**src/rtl/rot_regfile_sequencer.sv**
```systemverilog
// Sequencer for the nibble-serial rotating register file: frame counter,
// two-port round-robin arbitration, write serialisation and read assembly.
module rot_regfile_sequencer #(
  parameter int ADDR_BITS = 4
) (
  input  logic                 clk,
  input  logic                 rst_n,
  output logic [2:0]           counter,
  output logic [ADDR_BITS-1:0] w_addr,
  output logic                 set_data,
  output logic [3:0]           data_in,
  output logic [ADDR_BITS-1:0] r1_addr,
  input  logic [3:0]           rf_rdata,
  input  logic                 a_valid,
  output logic                 a_ready,
  input  logic                 a_we,
  input  logic [ADDR_BITS-1:0] a_addr,
  input  logic [31:0]          a_wdata,
  output logic                 a_rvalid,
  input  logic                 a_rready,
  output logic [31:0]          a_rdata,
  input  logic                 b_valid,
  output logic                 b_ready,
  input  logic                 b_we,
  input  logic [ADDR_BITS-1:0] b_addr,
  input  logic [31:0]          b_wdata,
  output logic                 b_rvalid,
  input  logic                 b_rready,
  output logic [31:0]          b_rdata
);

  typedef enum logic [1:0] {IDLE, WRITE, READ} state_t;

  state_t               state, state_next;
  logic                 boundary;
  logic                 a_elig, b_elig;
  logic                 grant_a, grant_b, accept;
  logic                 rr_ptr;   // 0 = A has priority on a tie
  logic                 port_q;   // owner of the current op: 0 = A, 1 = B
  logic                 sel_we;
  logic [ADDR_BITS-1:0] sel_addr;
  logic [31:0]          sel_wdata;
  logic [31:0]          wdata_q;
  logic [27:0]          shadow;
  logic [2:0]           nib_next;

  assign boundary = (counter == 3'd7);
  assign a_elig   = a_valid & (a_we | ~a_rvalid);
  assign b_elig   = b_valid & (b_we | ~b_rvalid);
  assign nib_next = counter + 3'd1;

  always_comb begin
    grant_a = 1'b0;
    grant_b = 1'b0;
    if (boundary) begin
      if (a_elig && b_elig) begin
        grant_a = ~rr_ptr;
        grant_b = rr_ptr;
      end else begin
        grant_a = a_elig;
        grant_b = b_elig;
      end
    end
    accept    = grant_a | grant_b;
    sel_we    = grant_b ? b_we    : a_we;
    sel_addr  = grant_b ? b_addr  : a_addr;
    sel_wdata = grant_b ? b_wdata : a_wdata;
    state_next = state;
    if (boundary) begin
      if (accept) state_next = sel_we ? WRITE : READ;
      else        state_next = IDLE;
    end
  end

  assign a_ready  = grant_a;
  assign b_ready  = grant_b;
  assign set_data = (state == WRITE);

  always_ff @(posedge clk or negedge rst_n) begin
    if (!rst_n) begin
      state   <= IDLE;
      counter <= '0;
    end else begin
      state   <= state_next;
      counter <= counter + 3'd1;
    end
  end

  always_ff @(posedge clk or negedge rst_n) begin
    if (!rst_n) begin
      rr_ptr  <= 1'b0;
      port_q  <= 1'b0;
      wdata_q <= '0;
      w_addr  <= '0;
      data_in <= '0;
      r1_addr <= '0;
    end else begin
      if (boundary && a_elig && b_elig) rr_ptr <= ~rr_ptr;
      if (accept) begin
        port_q <= grant_b;
        if (sel_we) begin
          wdata_q <= sel_wdata;
          w_addr  <= sel_addr;
          data_in <= sel_wdata[3:0];
        end else begin
          r1_addr <= sel_addr;
        end
      end else if (state == WRITE && !boundary) begin
        // data_in is registered, so the next nibble is staged one edge early
        data_in <= wdata_q[{nib_next, 2'b00} +: 4];
      end
    end
  end

  always_ff @(posedge clk or negedge rst_n) begin
    if (!rst_n) begin
      shadow   <= '0;
      a_rvalid <= 1'b0;
      b_rvalid <= 1'b0;
      a_rdata  <= '0;
      b_rdata  <= '0;
    end else begin
      if (state == READ && !boundary)
        shadow[{counter, 2'b00} +: 4] <= rf_rdata;

      if (state == READ && boundary && !port_q) begin
        a_rdata  <= {rf_rdata, shadow};
        a_rvalid <= 1'b1;
      end else if (a_rvalid && a_rready) begin
        a_rvalid <= 1'b0;
      end

      if (state == READ && boundary && port_q) begin
        b_rdata  <= {rf_rdata, shadow};
        b_rvalid <= 1'b1;
      end else if (b_rvalid && b_rready) begin
        b_rvalid <= 1'b0;
      end
    end
  end

endmodule

```
**config.mk**
```make
export PLATFORM = sky130hd
export DESIGN_NAME = rot_regfile_sequencer
export DESIGN_NICKNAME = d
export VERILOG_FILES = /design/src/rtl/rot_regfile_sequencer.sv
export SDC_FILE = /design/constraint.sdc
export NUM_CORES = 1
export LEC_CHECK = 0
export ABC_CLOCK_PERIOD_IN_PS = 7100
export CELL_PAD_IN_SITES_DETAIL_PLACEMENT = 1
export CELL_PAD_IN_SITES_GLOBAL_PLACEMENT = 1
export CORE_ASPECT_RATIO = 0.75
export CORE_MARGIN = 5
export CORE_UTILIZATION = 30
export CTS_BUF_LIST = sky130_fd_sc_hd__clkbuf_8
export CTS_CLUSTER_DIAMETER = 80
export DETAILED_ROUTE_END_ITERATION = 8
export GPL_TIMING_DRIVEN = 0
export PLACE_DENSITY_LB_ADDON = 0.08
export SYNTH_ARGS = -nofsm -noshare
export SYNTH_HDL_FRONTEND = slang
export SYNTH_SLANG_ARGS = --single-unit
```
**constraint.sdc**
```tcl
create_clock -name clk -period 7.1 [get_ports clk]
set_input_delay 1.42 -clock clk [delete_from_list [all_inputs] [get_ports clk]]
set_output_delay 1.42 -clock clk [all_outputs]
set_load 0.05 [all_outputs]
```
# After elaboration in Yosys (flattened, before gate mapping)
# Cells that the tools add are included.
[op_classes]
add_sub_neg = 2
eq_ne = 4
n_shift = 3
muxes = 17
bitwise = 9
n_reduce_logical = 18
[op_table]
columns = ["operator", "n"]
rows = [
  ["$mux W32", 1],
  ["$shiftx A32 B6 Y4", 1],
  ["$bwmux W28", 1],
  ["$shift A4 B7 Y28 const A", 1],
  ["$shiftx A4 B7 Y28", 1],
  ["$mux W4", 4],
  ["$logic_and A1 B1 Y1", 10],
  ["$mux W1", 9],
  ["$neg A5 Y7", 1],
  ["$reduce_and A2 Y1", 3],
  ["$reduce_bool A2 Y1", 3],
  ["$mux W2", 2],
  ["$not A1 Y1", 4],
  ["$add A3 B1 Y3 const B", 1],
  ["$eq A3 B3 Y1 const B", 1],
  ["$or A1 B1 Y1", 3],
  ["$and A1 B1 Y1", 2],
  ["$eq A2 B1 Y1 const B", 1],
  ["$eq A2 B2 Y1 const B", 1],
  ["$logic_not A1 Y1", 2],
  ["$ne A2 B1 Y1 const B", 1],
]
[word_totals]
regBits = 145
inputBits = 84
out_inout_bits = 84
word_cells = 66

# Depth between registers and ports, before layout
# Gate-level depths: netlist of the first run.
[logic_depth]
depth_word = 9
ltp_mapped = 9

# Worst setup path after synthesis of the first run
# Ideal clock, no wire load.
[synth_path]
path_type = "input port to output port"
from = "input b_we"
to = "output a_ready"
t_arrival_ns = 3.006
path_slack_ns = 2.674
path_stages = 2
path_cell_list = "nand2b_2 -> a211oi_1"
[synth_via]
elab_chain_len = 5
[synth_rtl]
columns = ["element", "line_no", "source"]
rows = [
  ["from (decl)", "24", "input logic b_we,"],
  ["$or A1 B1 Y1", "49", "assign b_elig = b_valid & (b_we | ~b_rvalid);"],
  ["$and A1 B1 Y1", "49", ""],
  ["$logic_and A1 B1 Y1", "56", "if (a_elig && b_elig) begin"],
  ["$mux W1", "56", ""],
  ["$mux W1", "55", "if (boundary) begin"],
  ["to (decl)", "15", "output logic a_ready,"],
]
# Every way passes these cells.

# Worst setup path after layout of the first run
[layout_path]
from = "input a_we"
to = "output b_ready"
[layout_via]
elab_chain_len = 5
[layout_rtl]
columns = ["element", "line_no", "source"]
rows = [
  ["from (decl)", "16", "input logic a_we,"],
  ["$or A1 B1 Y1", "48", "assign a_elig = a_valid & (a_we | ~a_rvalid);"],
  ["$and A1 B1 Y1", "48", ""],
  ["$logic_and A1 B1 Y1", "56", ""],
  ["$mux W1", "56", ""],
  ["$mux W1", "55", ""],
  ["to (decl)", "23", "output logic b_ready,"],
]
# Every way passes these cells.

==> impl_metrics.xml, run 1 <==
<?xml version="1.0" encoding="UTF-8"?>
<metrics>
  <group name="outcome">
    <metric name="outcome" unit="">finished, final reports clean</metric>
  </group>
  <group name="placement">
    <metric name="placement.io_buffers" unit="">167</metric>
    <metric name="dp.cells" unit="">898</metric>
    <metric name="hpwlAfterDp" unit="µm">13600</metric>
    <metric name="gp_routability_congestion" unit="">0.781</metric>
  </group>
  <group name="drt">
    <metric name="detail_route.iter0.violations" unit="">170</metric>
    <metric name="dr.pass1.iters" unit="">4</metric>
    <metric name="drt-wirelength-per-cell" unit="µm">19.5</metric>
    <metric name="vias" unit="">4323</metric>
    <metric name="postRouteWirelength" unit="µm">18200</metric>
    <metric name="ant_nets" unit="">0</metric>
    <metric name="avgViaCountPerCell" unit="">4.65</metric>
    <metric name="drt_drc_violations_left" unit="">0</metric>
  </group>
  <group name="die">
    <metric name="die-height" unit="µm">138</metric>
    <metric name="chipWidth" unit="µm">181</metric>
    <metric name="floorplan.rows" unit="">47</metric>
    <metric name="initial_core_util" unit="%">30.2</metric>
    <metric name="num_io_pins" unit="">168</metric>
    <metric name="dieArea" unit="µm²">25100</metric>
    <metric name="core_area" unit="µm²">21900</metric>
  </group>
  <group name="min_path">
    <metric name="hold_end" unit="">a_rvalid</metric>
    <metric name="worst_hold_path.num_cells" unit="">1</metric>
    <metric name="timing.hold.worst.start" unit="">port_q</metric>
    <metric name="worst_hold_path_type" unit="">reg2reg</metric>
  </group>
  <group name="timing">
    <metric name="setup_total_negative_slack" unit="ns">0</metric>
    <metric name="slew_headroom" unit="%">43.5</metric>
    <metric name="min_period_over_period" unit="%">75.0</metric>
    <metric name="worst_pin_slew" unit="ns">0.843</metric>
    <metric name="final.hold.worst_slack" unit="ns">0.503</metric>
    <metric name="timing.final.max_slew_violations" unit="">0</metric>
    <metric name="min_period" unit="ns">5.33</metric>
    <metric name="finClkSkew" unit="ns">0.0190</metric>
    <metric name="setup_viol_count_final" unit="">0</metric>
    <metric name="grt_setup_unrepaired" unit="">no</metric>
    <metric name="clock.fmax" unit="MHz">188</metric>
    <metric name="final-hold-violation-count" unit="">0</metric>
  </group>
  <group name="synth">
    <metric name="yosys.cell_types.count" unit="">44</metric>
    <metric name="synthesis.area_per_instance" unit="µm²">15.1</metric>
    <metric name="synthDominantCellAreaShare" unit="%">55.0</metric>
    <metric name="post_synth_main_area_contributors" unit="">sky130_fd_sc_hd__dfrtp_1, sky130_fd_sc_hd__mux2_2, sky130_fd_sc_hd__mux2_4</metric>
    <metric name="post_synth_edffs" unit="">0</metric>
    <metric name="mappedNetlistNets" unit="">525</metric>
    <metric name="yosys_warnings" unit="">0</metric>
    <metric name="synth.cell_area" unit="µm²">6600</metric>
    <metric name="synth.most_common_cell" unit="">sky130_fd_sc_hd__dfrtp_1</metric>
    <metric name="yosysSeqAreaShare" unit="%">55.0</metric>
    <metric name="yosys_most_used_dff" unit="">sky130_fd_sc_hd__dfrtp_1</metric>
    <metric name="syn_inst" unit="">436</metric>
    <metric name="synth_async_sr_flop_share" unit="%">100</metric>
    <metric name="synth_top_cells_by_count" unit="">sky130_fd_sc_hd__dfrtp_1, sky130_fd_sc_hd__mux2_2, sky130_fd_sc_hd__mux2_4, sky130_fd_sc_hd__mux2_1</metric>
    <metric name="netlist.top_cell.by_area" unit="">sky130_fd_sc_hd__dfrtp_1</metric>
    <metric name="synth_seq_cells" unit="">145</metric>
  </group>
  <group name="setup_path">
    <metric name="timing.reg2reg.worst_path_depth" unit="">8</metric>
    <metric name="critical_path_at" unit="ns">3.91</metric>
    <metric name="timing.critical_path.mode_cell" unit="">sky130_fd_sc_hd__clkdlybuf4s50_1</metric>
    <metric name="crit_chain" unit="">clkdlybuf4s50_1, nand2b_2, a221oi_4, buf_6, clkdlybuf4s50_1</metric>
    <metric name="timing.critical_path.slowest_cell_delay" unit="ns">0.82</metric>
    <metric name="critical_path_peak_fanout" unit="">10</metric>
    <metric name="timing.critical_path.required" unit="ns">5.68</metric>
    <metric name="worst_r2r_endpoint" unit="">shadow[21]</metric>
    <metric name="ff2ff_setup_slack" unit="ns">4.00</metric>
    <metric name="startpoint_of_the_worst_register_to_register_path" unit="">counter[0]</metric>
    <metric name="kind_of_start_point_of_the_critical_path" unit="">input pin</metric>
    <metric name="timing.setup.critical_path_class" unit="">in2out</metric>
    <metric name="critPathSlowestCell" unit="">sky130_fd_sc_hd__clkdlybuf4s50_1</metric>
    <metric name="timing.critical_path.to_type" unit="">output pin</metric>
  </group>
  <group name="cts">
    <metric name="cts-htree-levels" unit="">4</metric>
    <metric name="clkSlewWorstSetupHoldPaths" unit="ns">0.08</metric>
    <metric name="tritoncts.num_buffers" unit="">17</metric>
    <metric name="cts_sinks" unit="">145</metric>
    <metric name="cts_buffer_depth" unit="">2</metric>
    <metric name="post-cts-setup-buffers" unit="">0</metric>
    <metric name="clock_tree_from_tritoncts" unit="">built</metric>
    <metric name="clkLatencyLatePin" unit="ns">0.44</metric>
    <metric name="cts_hold_repair.buffers" unit="">0</metric>
    <metric name="cts_repair_resize_count" unit="">0</metric>
    <metric name="clock_tree.root_cell" unit="">sky130_fd_sc_hd__clkbuf_8</metric>
  </group>
  <group name="global_route">
    <metric name="grt_usage" unit="%">14.7</metric>
    <metric name="initial_antenna_violation_count" unit="">1</metric>
    <metric name="grt_max_degree" unit="">85</metric>
    <metric name="global_route.overflow_total" unit="">0</metric>
    <metric name="grt_pass1_wl" unit="µm">28700</metric>
    <metric name="first_global_vias" unit="">4899</metric>
  </group>
  <group name="power_and_ir_drop">
    <metric name="p_total" unit="mW">2.73</metric>
    <metric name="irDropWorstVdd" unit="µV">138</metric>
    <metric name="static-leakage-power" unit="nW">3.82</metric>
    <metric name="power_density_cells" unit="nW/µm²">300</metric>
  </group>
  <group name="final_layout">
    <metric name="fill_count" unit="">2257</metric>
    <metric name="stdcell_count" unit="">930</metric>
    <metric name="drive_gt1_share" unit="%">34.4</metric>
    <metric name="finish.net_count" unit="">712</metric>
    <metric name="area_growth" unit="%">37.9</metric>
    <metric name="diodes" unit="">0</metric>
  </group>
  <group name="job">
    <metric name="max-cap-violations" unit="">0</metric>
  </group>
</metrics>
==> critical path, delay by kind of cell <==
family	cells	cell delay, ns
compound gates	1	0.64
buf+inv	3	1.56
simple gates	1	0.27
==> placed cells by master, fill, tap and decap left out, types with 4 or more instances in the layout <==
master | netlist | layout
sky130_fd_sc_hd__clkdlybuf4s50_1 | 0 | 166
sky130_fd_sc_hd__dfrtp_1 | 145 | 145
sky130_fd_sc_hd__mux2_2 | 126 | 126
sky130_fd_sc_hd__mux2_4 | 30 | 30
sky130_fd_sc_hd__clkbuf_8 | 0 | 19
sky130_fd_sc_hd__mux2_1 | 12 | 12
sky130_fd_sc_hd__inv_1 | 9 | 10
sky130_fd_sc_hd__nand3_1 | 9 | 9
sky130_fd_sc_hd__buf_2 | 8 | 8
sky130_fd_sc_hd__mux2i_1 | 8 | 8
sky130_fd_sc_hd__a22oi_1 | 8 | 8
sky130_fd_sc_hd__nor2_1 | 7 | 7
sky130_fd_sc_hd__and2_1 | 6 | 6
sky130_fd_sc_hd__buf_6 | 5 | 6
sky130_fd_sc_hd__nand2_1 | 5 | 5
sky130_fd_sc_hd__nand2b_1 | 5 | 5
sky130_fd_sc_hd__ha_1 | 5 | 5
sky130_fd_sc_hd__nor2b_1 | 4 | 4
sky130_fd_sc_hd__mux4_2 | 4 | 4
sky130_fd_sc_hd__nor4_1 | 4 | 4
sky130_fd_sc_hd__a31oi_1 | 4 | 4
==> cells by family (layout without fill, tap and decap cells) <==
kind of cell    after synthesis  in the layout  synth area share [%]
simple gates                 53             53                  4.89
fa+ha+maj                     5              5                 0.948
compound gates               25             25                  3.07
buf+inv                      27            227                  3.05
xor+xnor                      1              1                 0.133
flops                       145            145                  55.0
mux                         180            180                  32.9
==> power breakdown <==
| part | internal (mW) | total [mW] | switching (mW) | leakage, nW |
|---|---|---|---|---|
| Combinational | 0.386 | 0.893 | 0.507 | 1.85 |
| Sequential | 1.01 | 1.12 | 0.118 | 1.75 |
| Clock | 0.375 | 0.716 | 0.342 | 0.219 |
==> cell type report <==
cell class / count / area [µm²] / share of cell area [%]
plain buffers: 18 / 168 / 1.84
clock inverters: 13 / 175 / 1.92
repair buffers: 168 / 1700 / 18.7
inverters: 9 / 33.8 / 0.371
flip-flops and latches: 145 / 3630 / 39.8
clock buffers: 19 / 262 / 2.87
well taps: 294 / 368 / 4.04
multi-input cells: 264 / 2770 / 30.4
==> through the flow <==
stage / setup WS [ns] / util (%) / area [µm²]
after floorplan: 2.67 / - / 6600
after global placement: -1.30 / 39.5 / 8640
after detailed placement: 1.74 / 39.6 / 8670
after CTS: 1.72 / 41.6 / 9110
after global routing: 1.69 / 41.6 / 9110
final: 1.77 / 41.6 / 9110
==> registers in the layout, indices dropped and copies added (netlist names) <==
name / flops
a_rdata: 32
b_rdata: 32
wdata_q: 32
shadow: 28
data_in: 4
r1_addr: 4
w_addr: 4
counter: 3
state: 2
a_rvalid: 1
b_rvalid: 1
port_q: 1
rr_ptr: 1
==> layer usage <==
layer	up-vias	wire length, µm	GRT usage [%]
met1	2235	9070	21.1
met4	0	123	3.04
met5	-	0	0
li1	1971	-	-
met2	107	7970	21.7
met3	10	1010	4.78
==> worst max path at each step <==
stage,start,slack (ns),depth (start not counted),to
global route,a_valid,1.69,5,b_ready
finish,a_we,1.77,5,b_ready
floorplan,b_we,2.67,2,a_ready
CTS,a_we,1.72,5,b_ready
detailed placement,a_we,1.74,5,b_ready
global placement,rst_n,-1.30,1,w_addr[0]
(Power assumes the default switching activity.)
==> run 2, diff against run 1 <==
- ABC_CLOCK_PERIOD_IN_PS: 7100 -> 5050
- clock period: 7.1 -> 5.05 ns (I/O delays scaled with it)
==> results of run 2 <==
The final DEF is identical to that of run 1. Status: finished, final reports clean.
Main changes from that run: setup slack after placement 1.74 ns -> 0.510 ns; setup slack after layout 1.77 ns -> 0.543 ns; register-to-register setup slack 4.00 ns -> 1.95 ns; total power 2.73 mW -> 3.84 mW; worst IR drop on VDD 138 µV -> 195 µV
==> run 3, diff against run 2 <==
- GPL_ROUTABILITY_DRIVEN: unset -> 0
==> results of run 3 <==
The final DEF is identical to that of run 1. Status: finished, final reports clean.
Main changes from that run: setup slack after placement 1.74 ns -> 0.510 ns; setup slack after layout 1.77 ns -> 0.543 ns; register-to-register setup slack 4.00 ns -> 1.95 ns; total power 2.73 mW -> 3.84 mW; worst IR drop on VDD 138 µV -> 195 µV
